$ cat src/rtl/hazard_controller.sv
// Pipeline sequencing controller: owns front-end ce/stall/flush, turns redirects
// into a one-cycle PC load, inserts load-use bubbles and runs start/halt/drain.
module hazard_controller #(
  parameter int AWIDTH       = 5,
  parameter int PC_WIDTH     = 32,
  parameter int FLUSH_CYCLES = 2,
  parameter int LOAD_BUBBLES = 1,
  parameter int DRAIN_CYCLES = 3,
  parameter int CNT_WIDTH    = 16
) (
  input  logic                 hz_clk,
  input  logic                 hz_rst,
  input  logic                 hz_i_start,
  input  logic                 hz_i_halt,
  input  logic                 hz_i_change_pc,
  input  logic [PC_WIDTH-1:0]  hz_i_next_pc,
  input  logic                 hz_i_stall_alu,
  input  logic                 hz_i_ds_valid,
  input  logic                 hz_i_ds_is_load,
  input  logic [AWIDTH-1:0]    hz_i_ds_addr_rd,
  input  logic [AWIDTH-1:0]    hz_i_fi_addr_rs1,
  input  logic [AWIDTH-1:0]    hz_i_fi_addr_rs2,
  input  logic                 hz_i_fi_uses_rs2,
  output logic                 hz_o_ce,
  output logic                 hz_o_stall,
  output logic                 hz_o_flush,
  output logic                 hz_o_pc_load,
  output logic [PC_WIDTH-1:0]  hz_o_pc,
  output logic [2:0]           hz_o_state,
  output logic [CNT_WIDTH-1:0] hz_o_bubble_cnt
);

  typedef enum logic [2:0] {
    ST_IDLE       = 3'd0,
    ST_RUN        = 3'd1,
    ST_LOAD_STALL = 3'd2,
    ST_ALU_WAIT   = 3'd3,
    ST_FLUSH      = 3'd4,
    ST_DRAIN      = 3'd5,
    ST_HALTED     = 3'd6
  } state_t;

  localparam int SEQW = 16;

  state_t                state_r, state_s;
  logic [SEQW-1:0]       seq_r, seq_s;
  logic [PC_WIDTH-1:0]   pc_r, pc_s;
  logic                  pc_load_r, pc_load_s;
  logic                  ce_r, ce_s, stall_r, stall_s, flush_r, flush_s;
  logic [CNT_WIDTH-1:0]  bub_r;
  logic                  hazard_s;

  // load-use detection between the decode-stage load and the fetched instruction
  always_comb begin
    hazard_s = hz_i_ds_valid & hz_i_ds_is_load &
               (hz_i_ds_addr_rd != {AWIDTH{1'b0}}) &
               ((hz_i_ds_addr_rd == hz_i_fi_addr_rs1) |
                (hz_i_fi_uses_rs2 & (hz_i_ds_addr_rd == hz_i_fi_addr_rs2)));
  end

  // next-state, sequence counter and redirect capture
  always_comb begin
    state_s   = state_r;
    seq_s     = seq_r;
    pc_s      = pc_r;
    pc_load_s = 1'b0;
    case (state_r)
      ST_IDLE, ST_HALTED: begin
        if (hz_i_start) state_s = ST_RUN;
        else            state_s = state_r;
      end
      ST_RUN, ST_LOAD_STALL, ST_FLUSH: begin
        if (hz_i_stall_alu) begin
          state_s = ST_ALU_WAIT;
        end else if (hz_i_change_pc) begin
          state_s   = ST_FLUSH;
          pc_s      = hz_i_next_pc;
          pc_load_s = 1'b1;
          seq_s     = SEQW'(FLUSH_CYCLES);
        end else if ((state_r == ST_RUN) && hazard_s) begin
          state_s = ST_LOAD_STALL;
          seq_s   = SEQW'(LOAD_BUBBLES);
        end else if ((state_r == ST_RUN) && hz_i_halt) begin
          state_s = ST_DRAIN;
          seq_s   = SEQW'(DRAIN_CYCLES);
        end else if (state_r != ST_RUN) begin
          // the count includes the current cycle, so expire at one
          if (seq_r <= SEQW'(1)) state_s = ST_RUN;
          else                   seq_s   = seq_r - SEQW'(1);
        end else begin
          state_s = ST_RUN;
        end
      end
      ST_ALU_WAIT: begin
        if (hz_i_stall_alu) state_s = ST_ALU_WAIT;
        else                state_s = ST_RUN;
      end
      ST_DRAIN: begin
        if (seq_r <= SEQW'(1)) state_s = ST_HALTED;
        else                   seq_s   = seq_r - SEQW'(1);
      end
      default: state_s = ST_IDLE;
    endcase
  end

  // Moore output decode of the next state, registered below
  always_comb begin
    ce_s    = 1'b0;
    stall_s = 1'b0;
    flush_s = 1'b0;
    case (state_s)
      ST_RUN:        ce_s = 1'b1;
      ST_LOAD_STALL: begin ce_s = 1'b1; stall_s = 1'b1; end
      ST_ALU_WAIT:   begin ce_s = 1'b1; stall_s = 1'b1; end
      ST_FLUSH:      begin ce_s = 1'b1; flush_s = 1'b1; end
      default:       ce_s = 1'b0;
    endcase
  end

  // state, counter and output registers
  always_ff @(posedge hz_clk or negedge hz_rst) begin
    if (!hz_rst) begin
      state_r   <= ST_IDLE;
      seq_r     <= {SEQW{1'b0}};
      pc_r      <= {PC_WIDTH{1'b0}};
      pc_load_r <= 1'b0;
      ce_r      <= 1'b0;
      stall_r   <= 1'b0;
      flush_r   <= 1'b0;
    end else begin
      state_r   <= state_s;
      seq_r     <= seq_s;
      pc_r      <= pc_s;
      pc_load_r <= pc_load_s;
      ce_r      <= ce_s;
      stall_r   <= stall_s;
      flush_r   <= flush_s;
    end
  end

  // saturating count of bubble cycles, cleared on start
  always_ff @(posedge hz_clk or negedge hz_rst) begin
    if (!hz_rst) begin
      bub_r <= {CNT_WIDTH{1'b0}};
    end else if (((state_r == ST_IDLE) || (state_r == ST_HALTED)) && hz_i_start) begin
      bub_r <= {CNT_WIDTH{1'b0}};
    end else if (((state_r == ST_LOAD_STALL) || (state_r == ST_ALU_WAIT) ||
                  (state_r == ST_FLUSH)) && (bub_r != {CNT_WIDTH{1'b1}})) begin
      bub_r <= bub_r + CNT_WIDTH'(1);
    end else begin
      bub_r <= bub_r;
    end
  end

  assign hz_o_ce         = ce_r;
  assign hz_o_stall      = stall_r;
  assign hz_o_flush      = flush_r;
  assign hz_o_pc_load    = pc_load_r;
  assign hz_o_pc         = pc_r;
  assign hz_o_state      = state_r;
  assign hz_o_bubble_cnt = bub_r;

endmodule

$ cat config.mk
export PLATFORM = sky130hd
export DESIGN_NAME = hazard_controller
export DESIGN_NICKNAME = d
export VERILOG_FILES = /design/src/rtl/hazard_controller.sv
export SDC_FILE = /design/constraint.sdc
export NUM_CORES = 1
export LEC_CHECK = 0
export ABC_CLOCK_PERIOD_IN_PS = 3700
export BUFFER_PORTS_ARGS = -buffer_cell sky130_fd_sc_hd__buf_2
export CORE_ASPECT_RATIO = 2
export CORE_MARGIN = 4
export CORE_UTILIZATION = 40
export DETAILED_ROUTE_END_ITERATION = 8
export GPL_TIMING_DRIVEN = 0
export PLACE_DENSITY = 0.65
export SYNTH_ARGS = -nofsm -noshare
export SYNTH_HDL_FRONTEND = slang
export SYNTH_SLANG_ARGS = --single-unit
$ cat constraint.sdc
create_clock -name hz_clk -period 3.7 [get_ports hz_clk]
set_input_delay 0.185 -clock hz_clk [delete_from_list [all_inputs] [get_ports hz_clk]]
set_output_delay 0.185 -clock hz_clk [all_outputs]
set_load 0.02 [all_outputs]
==> results of run 1 <==
[sequential cells by signal (all words and copies together) (netlist names)]
register	flops
hz_o_bubble_cnt	16
hz_o_stall	1
hz_o_pc	32
hz_o_pc_load	1
hz_o_ce	1
hz_o_flush	1
hz_o_state	3
seq_r	16
[final timing paths]
check / startpoint / to / slack, ns / cells past startpoint
worst max-delay path: hz_o_state[2] / seq_r[13] / 0.98 / 8
worst min-delay path: hz_i_next_pc[14] / hz_o_pc[14] / 0.04 / 3
worst max register to register: hz_o_state[2] / seq_r[13] / 0.98 / 8
worst min register to register: hz_o_pc[23] / hz_o_pc[23] / 0.47 / 2
max in group asynchronous: hz_rst / hz_o_pc[12] / 3.01 / 3
min in group asynchronous: hz_rst / seq_r[8] / 0.41 / 3
[cell type report]
cell class                 instances  area (um2)
buffer                            15       63.81
clock buffer                      11       242.7
clock inverter                     5       33.78
fill                             823        4078
inverter                           6       22.52
multi-input combinational        304        1655
sequential                        71        1777
tap                              100       125.1
timing repair buffer             112       590.6
[repair_timing]
action	in CTS	in global routing
gates resized for setup	0	0
hold buffers	1	0
buffers inserted	0	0
hold endpoints to repair	71	0
[synthesized netlist by cell type (3+ instances only)]
| master | instances |
|---|---|
| nand2_1 | 117 |
| dfrtp_1 | 71 |
| nor2_1 | 36 |
| xnor2_1 | 20 |
| xor2_1 | 16 |
| o21ai_0 | 12 |
| clkbuf_1 | 11 |
| or4_1 | 11 |
| a21oi_1 | 10 |
| nand3_1 | 9 |
| or3_1 | 8 |
| nor4_1 | 7 |
| inv_1 | 6 |
| nor3_1 | 6 |
| and3_1 | 5 |
| a31oi_1 | 4 |
| nand2b_1 | 4 |
| nand4_1 | 4 |
| and4_1 | 3 |
| buf_1 | 3 |
| ha_1 | 3 |
| nor2b_1 | 3 |
| nor3b_1 | 3 |
| or2_2 | 3 |
[cell usage in the layout, fill, tap and decap left out, drive strengths merged, types with 6 or more instances in the layout]
cell type / count
nor2: 36
inv: 6
nand3: 9
nand2: 117
xor2: 16
or3: 8
xnor2: 20
or4: 11
nor4: 7
buf: 115
dfrtp: 71
nor3: 6
clkbuf: 22
o21ai: 14
a21oi: 10
[per-stage QoR]
step	utilization (%)	total power [mW]
2_1_floorplan	-	2.583
3_3_place_gp	48.83	3.154
3_5_place_dp	49.18	3.203
4_1_cts	52.52	4.013
5_1_grt	52.52	4.296
6_report	52.52	3.983
[power by group]
group | internal [mW] | switching (mW) | leakage [nW]
combinational | 0.658 | 1.20 | 1.29
sequential | 1.10 | 0.236 | 0.914
clock | 0.470 | 0.321 | 0.132
total | 2.23 | 1.76 | 2.33
[cells by family (layout without fill, tap and decap cells)]
| kind of cell | after synthesis | in the layout | share of synthesized area [%] |
|---|---|---|---|
| DFF | 71 | 71 | 50.50 |
| muxes | 3 | 3 | 0.9246 |
| buffers and inverters | 21 | 149 | 2.454 |
| xor gates and xnor gates | 36 | 36 | 8.962 |
| adders and majority gates | 3 | 3 | 1.067 |
| and+or+nand+nor | 225 | 225 | 29.66 |
| AOI/OAI and AO/OA | 37 | 37 | 6.437 |
[worst max-delay path, delay by kind of cell (launching register included)]
kind,cells,cell delay (ns)
AND/OR/NAND/NOR,5,1.97
flip-flops,1,0.38
AO/OA/AOI/OAI,2,0.16
buffers and inverters,1,0.14
[layer usage]
layer  global-route usage, %  wire length (um)  vias up  part of all wire, %
li1                        -                 -     1571                    -
met1                   19.83              3397     1484                   37
met2                   33.43              5245       84                   57
met3                   4.069               404       16                  4.4
met4                   8.349               227        0                  2.4
met5                       0                 0        -                    0
==> results.sh, run 1 <==
export IMPL_outcome="completed"
export IMPL_cts_root_buffer="clkbuf_16"
export IMPL_portBuffers=110
export IMPL_p_per_area_mw_per_mm2=883.0
export IMPL_place_gp_congestion=0.8405
export IMPL_setup_tns_ns=0
export IMPL_cp_end_kind="register"
export IMPL_synth_top_flop_cell="dfrtp_1"
export IMPL_avgSynthCellArea_um2=8.885
export IMPL_clock_fmax_mhz=367.8
export IMPL_yosysWarnings=0
export IMPL_cp_slowest_cell="or4b_4"
export IMPL_ant_nets=0
export IMPL_hold_class="in -> reg"
export IMPL_ios=111
export IMPL_final_cells=624
export IMPL_leakage_nw=2.333
export IMPL_drive_gt1_share_pct=25.76
export IMPL_start_util_pct=40.97
export IMPL_grt_max_degree=72
export IMPL_synth_edff_count=0
export IMPL_worstPathCellList="buf_6 -> or4b_4 -> o21ai_2 -> nor2_1 -> or4_1 -> or4_1 -> or4_1 -> o21ai_1"
export IMPL_drt_initial_drc_count=145
export IMPL_cts_max_path_buffers=2
export IMPL_max_slew_margin_pct=41.86
export IMPL_cts_sinks=71
export IMPL_period_share_pct=73.49
export IMPL_min_period_ns=2.719
export IMPL_numCtsBuffers=9
export IMPL_clk_latency_ns=0.32
export IMPL_slowest_delay_ns=0.52
export IMPL_coreArea_mm2=0.008588
export IMPL_finalHoldViolations=0
export IMPL_rows=48
export IMPL_ys_top_cells_by_area="dfrtp_1 50%, nand2_1 12%, xnor2_1 5.0%"
export IMPL_synth_cell_type_count=41
export IMPL_dp_cells=607
export IMPL_whs_ns=0.04364
export IMPL_fin_area_mm2=0.004511
export IMPL_slew_viol_final=0
export IMPL_cp_max_fo=8
export IMPL_worst_slack_ns=0.9808
export IMPL_dpl_worst_slack_ns=1.030
export IMPL_final_nets=578
export IMPL_antenna_cells=0
export IMPL_wl_per_cell_um=14.86
export IMPL_netlist_area_mm2=0.003518
export IMPL_cp_common_cell="or4_1"
export IMPL_gr_total_overflow=0
export IMPL_die_w_um=74.32
export IMPL_clkTransAtPathRegs_ns=0.06
export IMPL_dp_hpwl_um=6952
export IMPL_antenna_found_initial=0
export IMPL_yosys_area_top_type_share_pct=50.50
export IMPL_via_per_inst=5.056
export IMPL_synthCells=396
export IMPL_crit_type="reg -> reg"
export IMPL_wl_um=9274
export IMPL_dpl_cell_area_mm2=0.004224
export IMPL_rsz0062_at_grt="false"
export IMPL_grt_util_all_layers_pct=18.53
export IMPL_htreeDepth=3
export IMPL_ys_seq_area_share_pct=50.50
export IMPL_vias=3155
export IMPL_yosys_area_top_type="dfrtp_1"
export IMPL_grt_pass1_wl_um=15170
export IMPL_skew_ns=0.004663
export IMPL_ys_async_sr_fraction_pct=100.0
export IMPL_syn_nets=455
export IMPL_die_area_mm2=0.01045
export IMPL_worst_pin_slew_ns=0.8703
export IMPL_cp_required_ns=3.95
export IMPL_ys_seq_elements=71
export IMPL_die_h_um=140.6
export IMPL_crit_arrival_ns=2.97
export IMPL_cap_viol_max_count=0
export IMPL_dr_pass1_iters=4
export IMPL_drc=0
export IMPL_critPathLaunchType="register"
export IMPL_setup_viol=0
export IMPL_cts_tree="yes"
export IMPL_area_delta_synth_final_pct=28.20
export IMPL_irDropWorstVdd_mv=0.4982
export IMPL_grt_pass1_vias=3298
Note: power is estimated with default switching activity, not from simulation.
==> run 2: changes to the inputs <==
--- a/config.mk
+++ b/config.mk
@@ -5,7 +5,7 @@
 export SDC_FILE = /design/constraint.sdc
 export NUM_CORES = 1
 export LEC_CHECK = 0
-export ABC_CLOCK_PERIOD_IN_PS = 3700
+export ABC_CLOCK_PERIOD_IN_PS = 2600
 export BUFFER_PORTS_ARGS = -buffer_cell sky130_fd_sc_hd__buf_2
 export CORE_ASPECT_RATIO = 2
 export CORE_MARGIN = 4
==> constraint.sdc (replaced) <==
create_clock -name hz_clk -period 2.6 [get_ports hz_clk]
set_input_delay 0.13 -clock hz_clk [delete_from_list [all_inputs] [get_ports hz_clk]]
set_output_delay 0.13 -clock hz_clk [all_outputs]
set_load 0.02 [all_outputs]
==> run 2 against run 1 <==
- combinational power increased by 47%
- cell count grew 4.2%
- via count increased by 5.7%
- register-to-register slack worse by 0.92 ns
- critical path depth fell by 1
- worst hold slack worse by 0.040 ns
- worst setup slack lost 0.92 ns
- total power up 50%
- sequential share of layout area fell by 2.7 points
- flip-flop and latch count unchanged
- largest cell class unchanged
- largest power group unchanged
- highest routed layer unchanged
==> results.sh, run 2 (synthesis gave the netlist of run 1 again) <==
export IMPL_irDropWorstVdd_mv=0.7312
export IMPL_worst_pin_slew_ns=0.8943
export IMPL_clock_fmax_mhz=393.1
export IMPL_leakage_nw=2.477
export IMPL_cts_sinks=71
export IMPL_crit_type="reg -> reg"
export IMPL_p_per_area_mw_per_mm2=1233
export IMPL_cts_root_buffer="clkbuf_16"
export IMPL_rsz0062_at_grt="true"
export IMPL_largest_register_ffs=32
export IMPL_comb_power_share_pct=45.7
export IMPL_r2r_end="seq_r[13]"
export IMPL_dr_pass1_iters=4
export IMPL_p_int_mw=3.446
export IMPL_outcome="completed"
export IMPL_cp_end_kind="register"
export IMPL_numCtsBuffers=9
export IMPL_reg2reg_setup_slack_ns=0.06
export IMPL_portBuffers=110
export IMPL_setup_viol=0
export IMPL_rows=48
export IMPL_grt_pass1_wl_um=15710
export IMPL_final_nets=604
export IMPL_pwr_share_seq_pct=32.2
export IMPL_netSwitchingPower_mw=2.535
export IMPL_ant_nets=0
export IMPL_ios=111
export IMPL_period_share_pct=97.84
export IMPL_antenna_found_initial=0
export IMPL_cp_required_ns=2.86
export IMPL_die_w_um=74.32
export IMPL_critPathLaunchType="register"
export IMPL_slew_viol_final=0
export IMPL_cp_max_fo=6
export IMPL_final_common_cell="nand2_1"
export IMPL_min_to="hz_o_pc[6]"
export IMPL_fin_util_pct=56.50
export IMPL_htreeDepth=3
export IMPL_dpl_worst_slack_ns=-0.09596
export IMPL_cts_tree="yes"
export IMPL_grt_max_degree=72
export IMPL_via_per_inst=5.129
export IMPL_wl_um=9497
export IMPL_start_util_pct=40.97
export IMPL_area_delta_synth_final_pct=37.91
export IMPL_worst_slack_ns=0.05626
export IMPL_drive_gt1_share_pct=27.27
export IMPL_finalHoldViolations=0
export IMPL_final_cell_mix="117 x nand2_1, 111 x buf_2, 68 x dfrtp_1, 34 x nor2_1, 26 x dlygate4sd3_1"
export IMPL_cts_max_path_buffers=2
export IMPL_whs_path_depth=3
export IMPL_holdCritStartpoint="hz_i_next_pc[6]"
export IMPL_skew_ns=0.004942
export IMPL_vias=3334
export IMPL_swShare_pct=42.38
export IMPL_die_h_um=140.6
export IMPL_die_area_mm2=0.01045
export IMPL_total_power_mw=5.980
export IMPL_clkTransAtPathRegs_ns=0.06
export IMPL_reg2reg_from="hz_o_state[0]"
export IMPL_dp_hpwl_um=7094
export IMPL_place_gp_congestion=0.8543
export IMPL_crit_arrival_ns=2.80
export IMPL_rr_worst_depth=7
export IMPL_drc=0
export IMPL_coreArea_mm2=0.008588
export IMPL_antenna_cells=0
export IMPL_grt_util_all_layers_pct=19.23
export IMPL_wl_per_cell_um=14.61
export IMPL_min_period_ns=2.544
export IMPL_grt_pass1_vias=3467
export IMPL_gr_total_overflow=0
export IMPL_power_share_clock_pct=22.0
export IMPL_drt_initial_drc_count=99
export IMPL_clk_latency_ns=0.33
export IMPL_hold_class="in -> reg"
export IMPL_cap_viol_max_count=0
export IMPL_max_slew_margin_pct=40.38
-- run 2: how the worst max path moves through the flow --
stage / start / endpoint / slack, ns
6_report: hz_o_state[0] / seq_r[13] / 0.06
3_5_place_dp: hz_o_state[2] / seq_r[13] / -0.1
2_1_floorplan: hz_o_state[2] / seq_r[13] / -0.04
3_3_place_gp: hz_o_state[2] / seq_r[13] / -0.06
5_1_grt: hz_o_state[0] / seq_r[13] / -0.01
4_1_cts: hz_o_state[2] / seq_r[13] / -0.04
-- run 2: cell type report --
type,instances,area (um2)
Timing Repair Buffer,139,835.8
Sequential cell,71,1780
Clock buffer,11,242.7
Buffer,14,57.56
Multi-Input combinational cell,304,1707
Clock inverter,5,81.33
Inverter,6,22.52
Tap cell,100,125.1
Fill cell,776,3736
-- run 2: routing by layer --
metal | track usage [%] | vias up | part of all wire, %
met5 | 0 | - | 0
met4 | 8.068 | 0 | 3.4
met3 | 4.425 | 27 | 4.6
met2 | 35.25 | 104 | 56
met1 | 20.19 | 1566 | 36
li1 | - | 1637 | -
-- run 2: worst max-delay path, stage by stage (launching register included) --
cell and delay [ns]:
dfrtp_2 0.43, or4b_4 0.57, o21ai_4 0.09, nor2_4 0.05
or4_4 0.43, or4_4 0.43, or4_1 0.40, o21ai_1 0.09
-- run 2: what timing repair did --
action                     4_1_cts  5_1_grt
hold buffers                    25        1
buffers inserted                 0        3
pin swaps                        1        1
hold endpoints to repair        95        1
gates resized for setup          4       13
gates cloned                     0        0
setup endpoints to repair       28       32
-- run 2: per-stage QoR --
stage | TNS, ns | instance area [um2] | instances | hold WS [ns]
5_1_grt | -0.01078 | 4852 | 650 | 0.003222
6_report | 0 | 4852 | 650 | 0.003595
2_1_floorplan | -0.03813 | 3520 | 396 | -0.1656
3_3_place_gp | -0.3698 | 4195 | 606 | 0.3212
3_5_place_dp | -0.8138 | 4198 | 606 | 0.3200
4_1_cts | -0.04136 | 4786 | 647 | 0.0006745
-- run 2: power groups by stage --
stage               clock network (mW)  registers [mW]  logic [mW]
floorplan                            0            2.32        1.36
global placement                     0            1.91        2.59
detailed placement                   0            1.92        2.65
CTS                               1.34            1.91        2.70
global route                      1.39            1.99        3.05
finish                            1.32            1.93        2.74
